`config.mk`:
```
export PLATFORM = sky130hd
export DESIGN_NAME = exec_ctrl
export DESIGN_NICKNAME = d
export VERILOG_FILES = /design/src/rtl/exec_ctrl.sv
export SDC_FILE = /design/constraint.sdc
export NUM_CORES = 1
export LEC_CHECK = 0
export ABC_AREA = 1
export BUFFER_PORTS_ARGS = -buffer_cell sky130_fd_sc_hd__buf_2
export CAP_MARGIN = 20
export CORE_MARGIN = 1.5
export CORE_UTILIZATION = 54
export DETAILED_ROUTE_END_ITERATION = 8
export PLACE_DENSITY_LB_ADDON = 0.1
export SYNTH_ARGS = -nofsm -noshare
export SYNTH_HDL_FRONTEND = slang
export SYNTH_SLANG_ARGS = --single-unit
```
`constraint.sdc`:
```
create_clock -name clk -period 4.2 [get_ports clk]
set_input_delay 0.21 -clock clk [delete_from_list [all_inputs] [get_ports clk]]
set_output_delay 0.21 -clock clk [all_outputs]
set_load 0.05 [all_outputs]
```
`src/rtl/exec_ctrl.sv`:
```
// Multi-cycle execution controller: fetches 9-bit instructions, walks each through
// FETCH/DECODE/EXEC/WB and drives register-file, ALU and PC controls.
module exec_ctrl #(
    parameter int AW = 2,
    parameter int PW = 8
) (
    input  logic          clk,
    input  logic          reset,
    input  logic          start,
    input  logic [8:0]    instr,
    input  logic          rd_nonzero,
    output logic [PW-1:0] pc,
    output logic [AW-1:0] ReadReg1,
    output logic [AW-1:0] ReadReg2,
    output logic [AW-1:0] WriteReg,
    output logic          WriteEnabled,
    output logic          WritePrepReg,
    output logic          ReadPrepReg,
    output logic [2:0]    alu_op,
    output logic [7:0]    imm,
    output logic          busy,
    output logic          done
);

    typedef enum logic [2:0] {
        S_IDLE, S_FETCH, S_DECODE, S_EXEC, S_WB, S_HALT
    } state_t;

    localparam logic [2:0] OP_MOVP = 3'b011;
    localparam logic [2:0] OP_LDP  = 3'b100;
    localparam logic [2:0] OP_LI   = 3'b101;
    localparam logic [2:0] OP_BNZ  = 3'b110;
    localparam logic [2:0] OP_HALT = 3'b111;

    state_t        state_q, state_d;
    logic [PW-1:0] pc_q, pc_d;
    logic [8:0]    ir_q, ir_d;
    logic          taken_q, taken_d;
    logic          done_q, done_d;

    logic [2:0]    op;
    logic [PW-1:0] off_ext;

    assign op      = ir_q[8:6];
    assign off_ext = PW'($signed(ir_q[3:0]));

    always_ff @(posedge clk) begin
        if (reset) begin
            state_q <= S_IDLE;
            pc_q    <= '0;
            ir_q    <= '0;
            taken_q <= 1'b0;
            done_q  <= 1'b0;
        end else begin
            state_q <= state_d;
            pc_q    <= pc_d;
            ir_q    <= ir_d;
            taken_q <= taken_d;
            done_q  <= done_d;
        end
    end

    always_comb begin
        state_d = state_q;
        pc_d    = pc_q;
        ir_d    = ir_q;
        taken_d = taken_q;
        done_d  = 1'b0;
        case (state_q)
            S_IDLE: begin
                if (start) begin
                    state_d = S_FETCH;
                    pc_d    = '0;
                end
            end
            S_FETCH: begin
                ir_d    = instr;
                state_d = S_DECODE;
            end
            S_DECODE: begin
                if (op == OP_HALT) begin
                    state_d = S_HALT;
                    done_d  = 1'b1;
                end else begin
                    state_d = S_EXEC;
                end
            end
            S_EXEC: begin
                taken_d = rd_nonzero;
                state_d = S_WB;
            end
            S_WB: begin
                pc_d    = (op == OP_BNZ && taken_q) ? pc_q + off_ext : pc_q + 1'b1;
                state_d = S_FETCH;
            end
            S_HALT: state_d = S_HALT;
            default: state_d = S_IDLE;
        endcase
    end

    // Decoded fields stay visible from DECODE onward (and frozen in HALT);
    // everything is forced low while reset is asserted.
    logic in_dec, in_wb;
    assign in_dec = (state_q == S_DECODE) || (state_q == S_EXEC) ||
                    (state_q == S_WB)     || (state_q == S_HALT);
    assign in_wb  = (state_q == S_WB);

    always_comb begin
        ReadReg1     = '0;
        ReadReg2     = '0;
        WriteReg     = '0;
        WriteEnabled = 1'b0;
        WritePrepReg = 1'b0;
        ReadPrepReg  = 1'b0;
        alu_op       = 3'b000;
        imm          = '0;
        busy         = 1'b0;
        done         = 1'b0;
        if (!reset) begin
            busy = (state_q == S_FETCH) || (state_q == S_DECODE) ||
                   (state_q == S_EXEC)  || (state_q == S_WB);
            done = done_q;
            if (in_dec) begin
                ReadReg1     = AW'(ir_q[5:4]);
                ReadReg2     = AW'(ir_q[3:2]);
                WriteReg     = AW'(ir_q[5:4]);
                imm          = {4'b0000, ir_q[3:0]};
                alu_op       = (op <= OP_LI) ? op : 3'b000;
                ReadPrepReg  = (op == OP_LDP) && (state_q != S_HALT);
                WriteEnabled = in_wb && (op <= OP_LI);
                WritePrepReg = in_wb && (op == OP_MOVP);
            end
        end
    end

    assign pc = pc_q;

endmodule

```
=== After elaboration in Yosys (flattened, before gate mapping) ===
Index checks and enable logic that the tools add are counted.

* Memory bits (read-only): 0
* Bits in writable memories: 0
* Logic and storage cells: 58
* Memories: 0
* Bits in registers: 22
* Latch bits: 0

* Shift operators: 0
* Multipliers: 0
* Equality and inequality tests: 11
* Reductions and logical operators: 14
* Muxes and demuxes: 24
* Add/sub/neg operators: 2
* Divide/modulo/power cells: 0
* Bitwise gates (word level): 1
* $lt $le $gt $ge: 1

{| class="wikitable"
|+ Operators by type and width
! cell !! number
|-
| $pmux W3 S6 || 1
|-
| $mux W8 || 2
|-
| $pmux W8 S2 || 1
|-
| $eq A3 B3 Y1 const B || 5
|-
| $mux W3 || 5
|-
| $eq A3 B2 Y1 const B || 3
|-
| $mux W1 || 9
|-
| $add A8 B1 Y8 const B || 1
|-
| $add A8 B8 Y8 || 1
|-
| $mux W2 || 4
|-
| $mux W4 || 2
|-
| $logic_or A1 B1 Y1 || 6
|-
| $logic_and A1 B1 Y1 || 4
|-
| $eq A3 B1 Y1 const B || 1
|-
| $le A3 B3 Y1 const B || 1
|-
| $logic_not A3 Y1 || 1
|-
| $ne A3 B3 Y1 const B || 1
|-
| $ne A2 B2 Y1 const B || 1
|-
| $reduce_and A2 Y1 || 1
|-
| $reduce_bool A2 Y1 || 1
|-
| $reduce_or A2 Y1 || 1
|-
| $not A1 Y1 || 1
|}

=== Depth between registers and ports, before layout ===
Gate-level depths: netlist (run 1).

* Word-level depth: 6
* Depth in mapped cells: 15
* Gate-level depth less buffers: 15

=== Worst setup path before layout (run 1) ===
No wires, ideal clock.

* Kind: flip-flop to output port
* Start point: reg state_q[0]
* End point: out WritePrepReg
* Slack: 1.691 ns
* Arrival time: 2.299 ns
* Stages on the path, launching flop included: 8
* Cell sequence: dfxtp_1 -> nor2_1 -> inv_2 -> nor2_2 -> inv_2 -> nor2_4 -> inv_2 -> nor4_1

* Longest elaborated chain between the ends: 6

{| class="wikitable"
|+ RTL lines
! what !! RTL line !! RTL
|-
| from (decl) || 35 || <nowiki>state_t state_q, state_d;</nowiki>
|-
| from (signal assigned) || 55 || <nowiki>state_q <= state_d;</nowiki>
|-
| $eq A3 B2 Y1 || 104 || <nowiki>assign in_dec = (state_q == S_DECODE) || (state_q == S_EXEC) ||</nowiki>
|-
| $logic_or A1 B1 Y1 (2 in a row) || 104 ||
|-
| $logic_or A1 B1 Y1 || 105 || <nowiki>(state_q == S_WB) || (state_q == S_HALT);</nowiki>
|-
| $mux W1 (*) || 123 || <nowiki>if (in_dec) begin</nowiki>
|-
| $mux W1 (*) || 119 || <nowiki>if (!reset) begin</nowiki>
|-
| to (decl) || 17 || <nowiki>output logic WritePrepReg,</nowiki>
|}

Mark *: on every way between the ends. The rest lies on a longest branch, timed or not.

=== Worst setup path after layout (run 1) ===
* Start point: reg ir_q[8]
* End point: reg pc_q[6] (netlist: pc[6])

* Longest elaborated chain between the ends: 4

{| class="wikitable"
|+ RTL lines
! what !! RTL line !! RTL
|-
| from (decl) || 37 || <nowiki>logic [8:0] ir_q, ir_d;</nowiki>
|-
| from (signal assigned) || 57 || <nowiki>ir_q <= ir_d;</nowiki>
|-
| $eq A3 B3 Y1 || 93 || <nowiki>pc_d = (op == OP_BNZ && taken_q) ? pc_q + off_ext : pc_q + 1'b1;</nowiki>
|-
| $logic_and A1 B1 Y1 || 93 ||
|-
| $mux W8 || 93 ||
|-
| $pmux W8 S2 || 69 || <nowiki>case (state_q)</nowiki>
|-
| to (signal assigned) || 56 || <nowiki>pc_q <= pc_d;</nowiki>
|-
| to (decl) || 36 || <nowiki>logic [PW-1:0] pc_q, pc_d;</nowiki>
|}

No other way between the ends.
A chain may end at the register's enable or synchronous reset.

==> flow_summary.toml, run 1 <==
[worst_setup_path]
crit_start = "ir_q[8]$_SDFFE_PP0N_"
end_kind = "register"
r2r_start = "ir_q[8]$_SDFFE_PP0N_"
worstSetupStartpointType = "register"
cp_max_fo = 4
cp.arrival_ns = 2.39
rrSetupSlack_ns = 2.04
required_ns = 4.43
path_class = "register to register"

[clocking]
clock-sinks = 22
htree_levels = 1
root_buffer = "clkbuf_4"
cts_max_path_buffers = 2
postCtsHoldBufs = 0
clk_pin_slew_ns = 0.13
post_cts_buffers = 0
cts_resized = 0
cts_tree = "done"
cts_buffers = 3
clk_latency_ns = 0.32

[sta]
hold_viol = 0
finalSetupViolCount = 0
period_share = 0.5133
layout_setup_ws_ns = 2.044
skew_ns = 0.003277
tns_ns = 0
rsz0062_at_grt = "false"
worst_pin_slew_ns = 0.5780
slew_viol_final = 0
min_period_ns = 2.156
fmax_mhz = 463.8
relSlewSlack = 0.6121

[finish]
drive_above_1_share = 0.2922
antenna-diode-count = 0
fin_nets = 239
area_delta_synth_final_pct = 14.91
fillers = 194

[hold_path]
min_from = "instr[8]"
hold_class = "input port to register"

[route]
ant_nets = 0
drcViolationCount = 0
drt_iter0_drc = 37
wl_um = 2918
via_count = 1285
firstDrtPassIters = 4
vias_per_cell = 5.202
wl_per_cell_um = 11.81

[placed_design]
port_buffers = 38
hpwl_um = 2149
place_congestion = 0.8762
pre_cts_ws_ns = 2.164

[yosys]
yosysUniqueCellTypes = 27
mappedNetlistArea_mm2 = 0.001326
ys_seq_area_frac = 0.3321
yosys_warnings = 0
ys_ff_latch = 22
avgSynthCellArea_um2 = 7.169
synthCells = 185

[power_and_ir_drop]
p_sw_mw = 0.1528
internal_power_mw = 0.3010
power_frac_seq = 0.519
p_leak_nw = 0.7699
p_comb_frac = 0.212
power.density_mw_per_mm2 = 297.8
p_sw_frac = 0.3367
clock_power_share = 0.269
ir_drop_v = 0.0002320

[outcome]
status = "finished, final reports clean"

[grt]
antenna_found_initial = 0
grt_max_degree = 19
grt_pass1_wl_um = 4871
grt_pass1_vias = 1142
gr-total-overflow = 0
grt_usage = 0.2343

[floorplanning]
row_count = 17
start_util = 0.5827
die_h_um = 52.56
dieWidth_um = 52.56
boundaryPins = 43
core_mm2 = 0.002276
die_area_mm2 = 0.002763

[run]
drv_cap = 0
[area by class of cell]
class                           instances  area [um^2]  share of cell area
Multi-Input combinational cell        124        703.2              0.4614
Sequential cell                        22        440.4              0.2890
Timing Repair Buffer                   38        190.2              0.1248
Inverter                               31        118.9             0.07800
Clock buffer                            4        36.28             0.02381
Tap cell                               28        35.03             0.02299
[layout by cell type (no fill, tap or decap), drive strengths merged, types with 2 or more instances in the layout]
cell type,count
a32o,2
nor2,22
buf,38
clkbuf,4
o21ai,15
inv,31
dfxtp,22
conb,4
nand3,19
nand2,24
a21oi,18
ha,5
xnor2,2
nor3,8
[metrics by stage]
| stage | std cells | cell area [um^2] | hold slack, ns | utilization | power, mW |
|---|---|---|---|---|---|
| CTS | 247 | 1524 | 0.1306 | 0.6696 | 0.4521 |
| finish | 247 | 1524 | 0.1201 | 0.6696 | 0.4538 |
| global route | 247 | 1524 | 0.1559 | 0.6696 | 0.4714 |
| global placement | 243 | 1488 | 0.4391 | 0.6537 | 0.3340 |
| floorplan | 188 | 1338 | 0.3449 | - | 0.3186 |
| detailed placement | 243 | 1488 | 0.4460 | 0.6537 | 0.3365 |
[per-layer routing]
metal / up-vias / GRT usage / wire length, um
li1: 657 / - / -
met1: 574 / 0.2910 / 1324
met2: 52 / 0.4000 / 1414
met3: 2 / 0.02857 / 165
met4: 0 / 0.1068 / 14
met5: - / 0 / 0
[logic make-up (layout without fill, tap and decap cells)]
family / Yosys count / in the layout / synth area share
AOI/OAI and AO/OA: 37 / 37 / 0.1500
xor gates and xnor gates: 2 / 2 / 0.01321
adders and majority gates: 6 / 6 / 0.06226
buffers and inverters: 42 / 73 / 0.1462
DFF: 22 / 22 / 0.3321
other: 1 / 4 / 0.002827
and+or+nand+nor: 75 / 75 / 0.2934
[path summary, 6_finish.rpt]
| kind | end | cells after the start |
|---|---|---|
| worst max register to register | pc[6]$_SDFFE_PP0P_ | 13 |
| worst max-delay path | pc[6]$_SDFFE_PP0P_ | 13 |
| worst min-delay path | ir_q[8]$_SDFFE_PP0N_ | 3 |
| worst min register to register | ir_q[5]$_SDFFE_PP0N_ | 2 |
[synth_stat cells]
library cell / n / area, um^2
nand3b_1: 1 / 7.510
nor3_1: 8 / 40.04
a31oi_1: 1 / 6.260
inv_1: 24 / 90.09
o21ai_1: 2 / 10.01
a32o_1: 2 / 20.02
dfxtp_1: 22 / 440.4
a21boi_0: 1 / 7.510
inv_2: 6 / 22.52
nor4_1: 1 / 6.260
xnor2_1: 2 / 17.52
buf_4: 8 / 60.06
nand3_1: 14 / 70.07
fa_1: 1 / 20.02
nor2_4: 2 / 22.52
ha_1: 5 / 62.56
nand3_2: 4 / 40.04
buf_2: 3 / 15.01
nor2_2: 3 / 18.77
a21oi_1: 18 / 90.09
nor2_1: 17 / 63.81
inv_4: 1 / 6.260
conb_1: 1 / 3.750
nand3_4: 1 / 17.52
nand2_1: 19 / 71.32
o21ai_0: 13 / 65.06
nand2_2: 5 / 31.28
[worst max-delay path, stage by stage (launching register included)]
cell	delay, ns
dfxtp_1	0.40
nand2_2	0.12
nor2_4	0.16
nand2_1	0.07
ha_1	0.21
fa_1	0.42
nand3_1	0.10
nand3_1	0.10
nand3_2	0.10
nand2_1	0.06
nand2_1	0.09
nand3_1	0.09
nand3_1	0.09
nand2_1	0.04
[power groups by stage]
stage          combinational [mW]  clock [mW]  sequential [mW]
2_1_floorplan              0.0801           0            0.238
3_3_place_gp               0.0949           0            0.239
3_5_place_dp               0.0962           0            0.240
4_1_cts                    0.0965       0.120            0.236
5_1_grt                     0.106       0.128            0.238
6_report                   0.0962       0.122            0.236
[flip-flops by register name, indices dropped and copies added (netlist names)]
register,cells
done_q,1
ir_q,9
pc,8
state_q,3
taken_q,1
No activity file was read; power rests on OpenSTA's default activity.
==> run 2, diff against run 1 <==
--- a/config.mk
+++ b/config.mk
@@ -9,7 +9,7 @@
 export BUFFER_PORTS_ARGS = -buffer_cell sky130_fd_sc_hd__buf_2
 export CAP_MARGIN = 20
 export CORE_MARGIN = 1.5
-export CORE_UTILIZATION = 54
+export CORE_UTILIZATION = 50
 export DETAILED_ROUTE_END_ITERATION = 8
 export PLACE_DENSITY_LB_ADDON = 0.1
 export SYNTH_ARGS = -nofsm -noshare
==> constraint.sdc (replaced) <==
create_clock -name clk -period 2.1 [get_ports clk]
set_input_delay 0.105 -clock clk [delete_from_list [all_inputs] [get_ports clk]]
set_output_delay 0.105 -clock clk [all_outputs]
set_load 0.05 [all_outputs]
==> flow_summary.toml, run 2 (synthesis gave the netlist of run 1 again) <==
[outcome]
status = "finished, final reports clean"

[finish]
final_cells = 252
drive_above_1_share = 0.3333
multi_input_area_um2 = 719.4
fin_nets = 242
antenna-diode-count = 0
seq_area_um2 = 446.7
final_common_cell = "buf_2"
largest_register_ffs = 9
largest-register = "ir_q"
final_cell_mix = "buf_2 (37), inv_1 (24), nand2_1 (19), dfxtp_1 (19), a21oi_1 (18)"
fillers = 250
area_delta_synth_final_pct = 18.87

[hold_path]
min_from = "instr[8]"
holdPathStages = 3
holdPathEnd = "ir_q[8]$_SDFFE_PP0N_"
hold_class = "input port to register"

[sta]
slew_viol_final = 0
finalSetupViolCount = 0
min_period_ns = 2.014
relSlewSlack = 0.6198
rsz0062_at_grt = "true"
layout_setup_ws_ns = 0.08613
worst_pin_slew_ns = 0.5664
fmax_mhz = 496.6
whs_ns = 0.01289
hold_viol = 0
period_share = 0.9590
skew_ns = 0.005090

[worst_setup_path]
cp_common_cell = "nand2_1"
required_ns = 2.32
r2r_start = "ir_q[6]$_SDFFE_PP0N_"
worstSetupStartpointType = "register"
path_class = "register to register"
end_kind = "register"
crit_slowest_cell = "dfxtp_2"
cp_top_family = "simple AND/OR/NAND/NOR gates"
critPathBufInv = 3
cp_max_fo = 6
reg2reg_depth = 15
rrSetupSlack_ns = 0.09
worst_r2r_endpoint = "pc[5]$_SDFFE_PP0P_"
slowest_delay_ns = 0.39
cp_cell_sequence = "inv_4 -> nand2_2 -> nor2_4 -> buf_4 -> inv_1 -> nor2_1 -> ha_1 -> a21oi_1 -> nand2_1 -> nand2_1 -> nand3_2 -> nand2_1 -> a21oi_1 -> o21ai_1 -> nand2_1"
cp.arrival_ns = 2.24

[grt]
grt_usage = 0.2222
gr-total-overflow = 0
antenna_found_initial = 0
grt_pass1_vias = 1143
grt_pass1_wl_um = 4795
grt_max_degree = 19

[placed_design]
place_congestion = 0.8616
hpwl_um = 2295
pre_cts_ws_ns = 0.07710
dp_cells = 246
port_buffers = 38

[power_and_ir_drop]
p_leak_nw = 0.7922
internal_power_mw = 0.6073
clock_power_share = 0.262
power_frac_seq = 0.518
p_sw_frac = 0.3350
p_sw_mw = 0.3059
power.density_mw_per_mm2 = 579.3
ir_drop_v = 0.0004857
p_comb_frac = 0.220

[floorplanning]
core_mm2 = 0.002500
die_area_mm2 = 0.002970
row_count = 18
boundaryPins = 43
dieWidth_um = 54.50
start_util = 0.5305
die_h_um = 54.50

[route]
wl_per_cell_um = 11.99
wl_um = 3022
vias_per_cell = 5.079
firstDrtPassIters = 4
via_count = 1280
ant_nets = 0
drcViolationCount = 0
drt_iter0_drc = 29

[clocking]
clock-sinks = 22
clk_latency_ns = 0.31
cts_buffers = 3
clk_pin_slew_ns = 0.13
cts_max_path_buffers = 2
root_buffer = "clkbuf_4"
htree_levels = 1
postCtsHoldBufs = 0
cts_tree = "done"

[run]
drv_cap = 0
[run 2: cell count changes in the layout (fill, tap and decap cells not counted), sizes merged]
cell    delta
buf        +2
clkbuf     +1
[run 2: area by class of cell]
cell class / count / share of cell area
Clock buffer: 4 / 0.02302
Inverter: 31 / 0.07698
Multi-Input combinational cell: 124 / 0.4563
Sequential cell: 22 / 0.2833
Tap cell: 30 / 0.02381
Timing Repair Buffer: 41 / 0.1365
[run 2: worst min-delay path: cells and delay by family]
| kind | cells | cell delay, ns |
|---|---|---|
| buf+inv | 1 | 0.08 |
| simple gates | 2 | 0.11 |
[run 2: through the flow]
stage / instance area, um^2 / power (mW) / TNS [ns] / util
floorplan: 1344 / 0.6386 / 0 / -
global placement: 1504 / 0.6722 / 0 / 0.6016
detailed placement: 1504 / 0.6744 / 0 / 0.6016
CTS: 1540 / 0.9159 / 0 / 0.6161
global route: 1577 / 0.9687 / -0.2135 / 0.6306
finish: 1577 / 0.9132 / 0 / 0.6306
[run 2: per-layer routing]
layer | vias to the layer above | global-route usage | routed length [um]
met5 | - | 0 | 0
met3 | 7 | 0.02459 | 152
met4 | 0 | 0.08750 | 63
met1 | 569 | 0.2828 | 1347
li1 | 665 | - | -
met2 | 39 | 0.3815 | 1459
[run 2: what timing repair did]
item,in CTS,in global routing
endpoints found under the setup margin,0,8
gates resized for setup,0,9
setup buffers,0,2
[run 2: worst max path at each step]
stage                            startpoint            endpoint  depth (start not counted)
floorplan           state_q[2]$_SDFFE_PP0P_           alu_op[0]                          5
global placement       ir_q[8]$_SDFFE_PP0N_  pc[6]$_SDFFE_PP0P_                         13
detailed placement     ir_q[8]$_SDFFE_PP0N_  pc[6]$_SDFFE_PP0P_                         13
CTS                    ir_q[8]$_SDFFE_PP0N_  pc[6]$_SDFFE_PP0P_                         13
global route           ir_q[6]$_SDFFE_PP0N_  pc[7]$_SDFFE_PP0P_                         15
finish                 ir_q[6]$_SDFFE_PP0N_  pc[5]$_SDFFE_PP0P_                         15
[run 2: power by group through the flow]
stage	Sequential, mW	Clock, mW	Combinational (mW)
floorplan	0.477	0	0.161
global placement	0.479	0	0.193
detailed placement	0.481	0	0.194
CTS	0.471	0.250	0.195
global route	0.477	0.267	0.225
finish	0.473	0.240	0.201
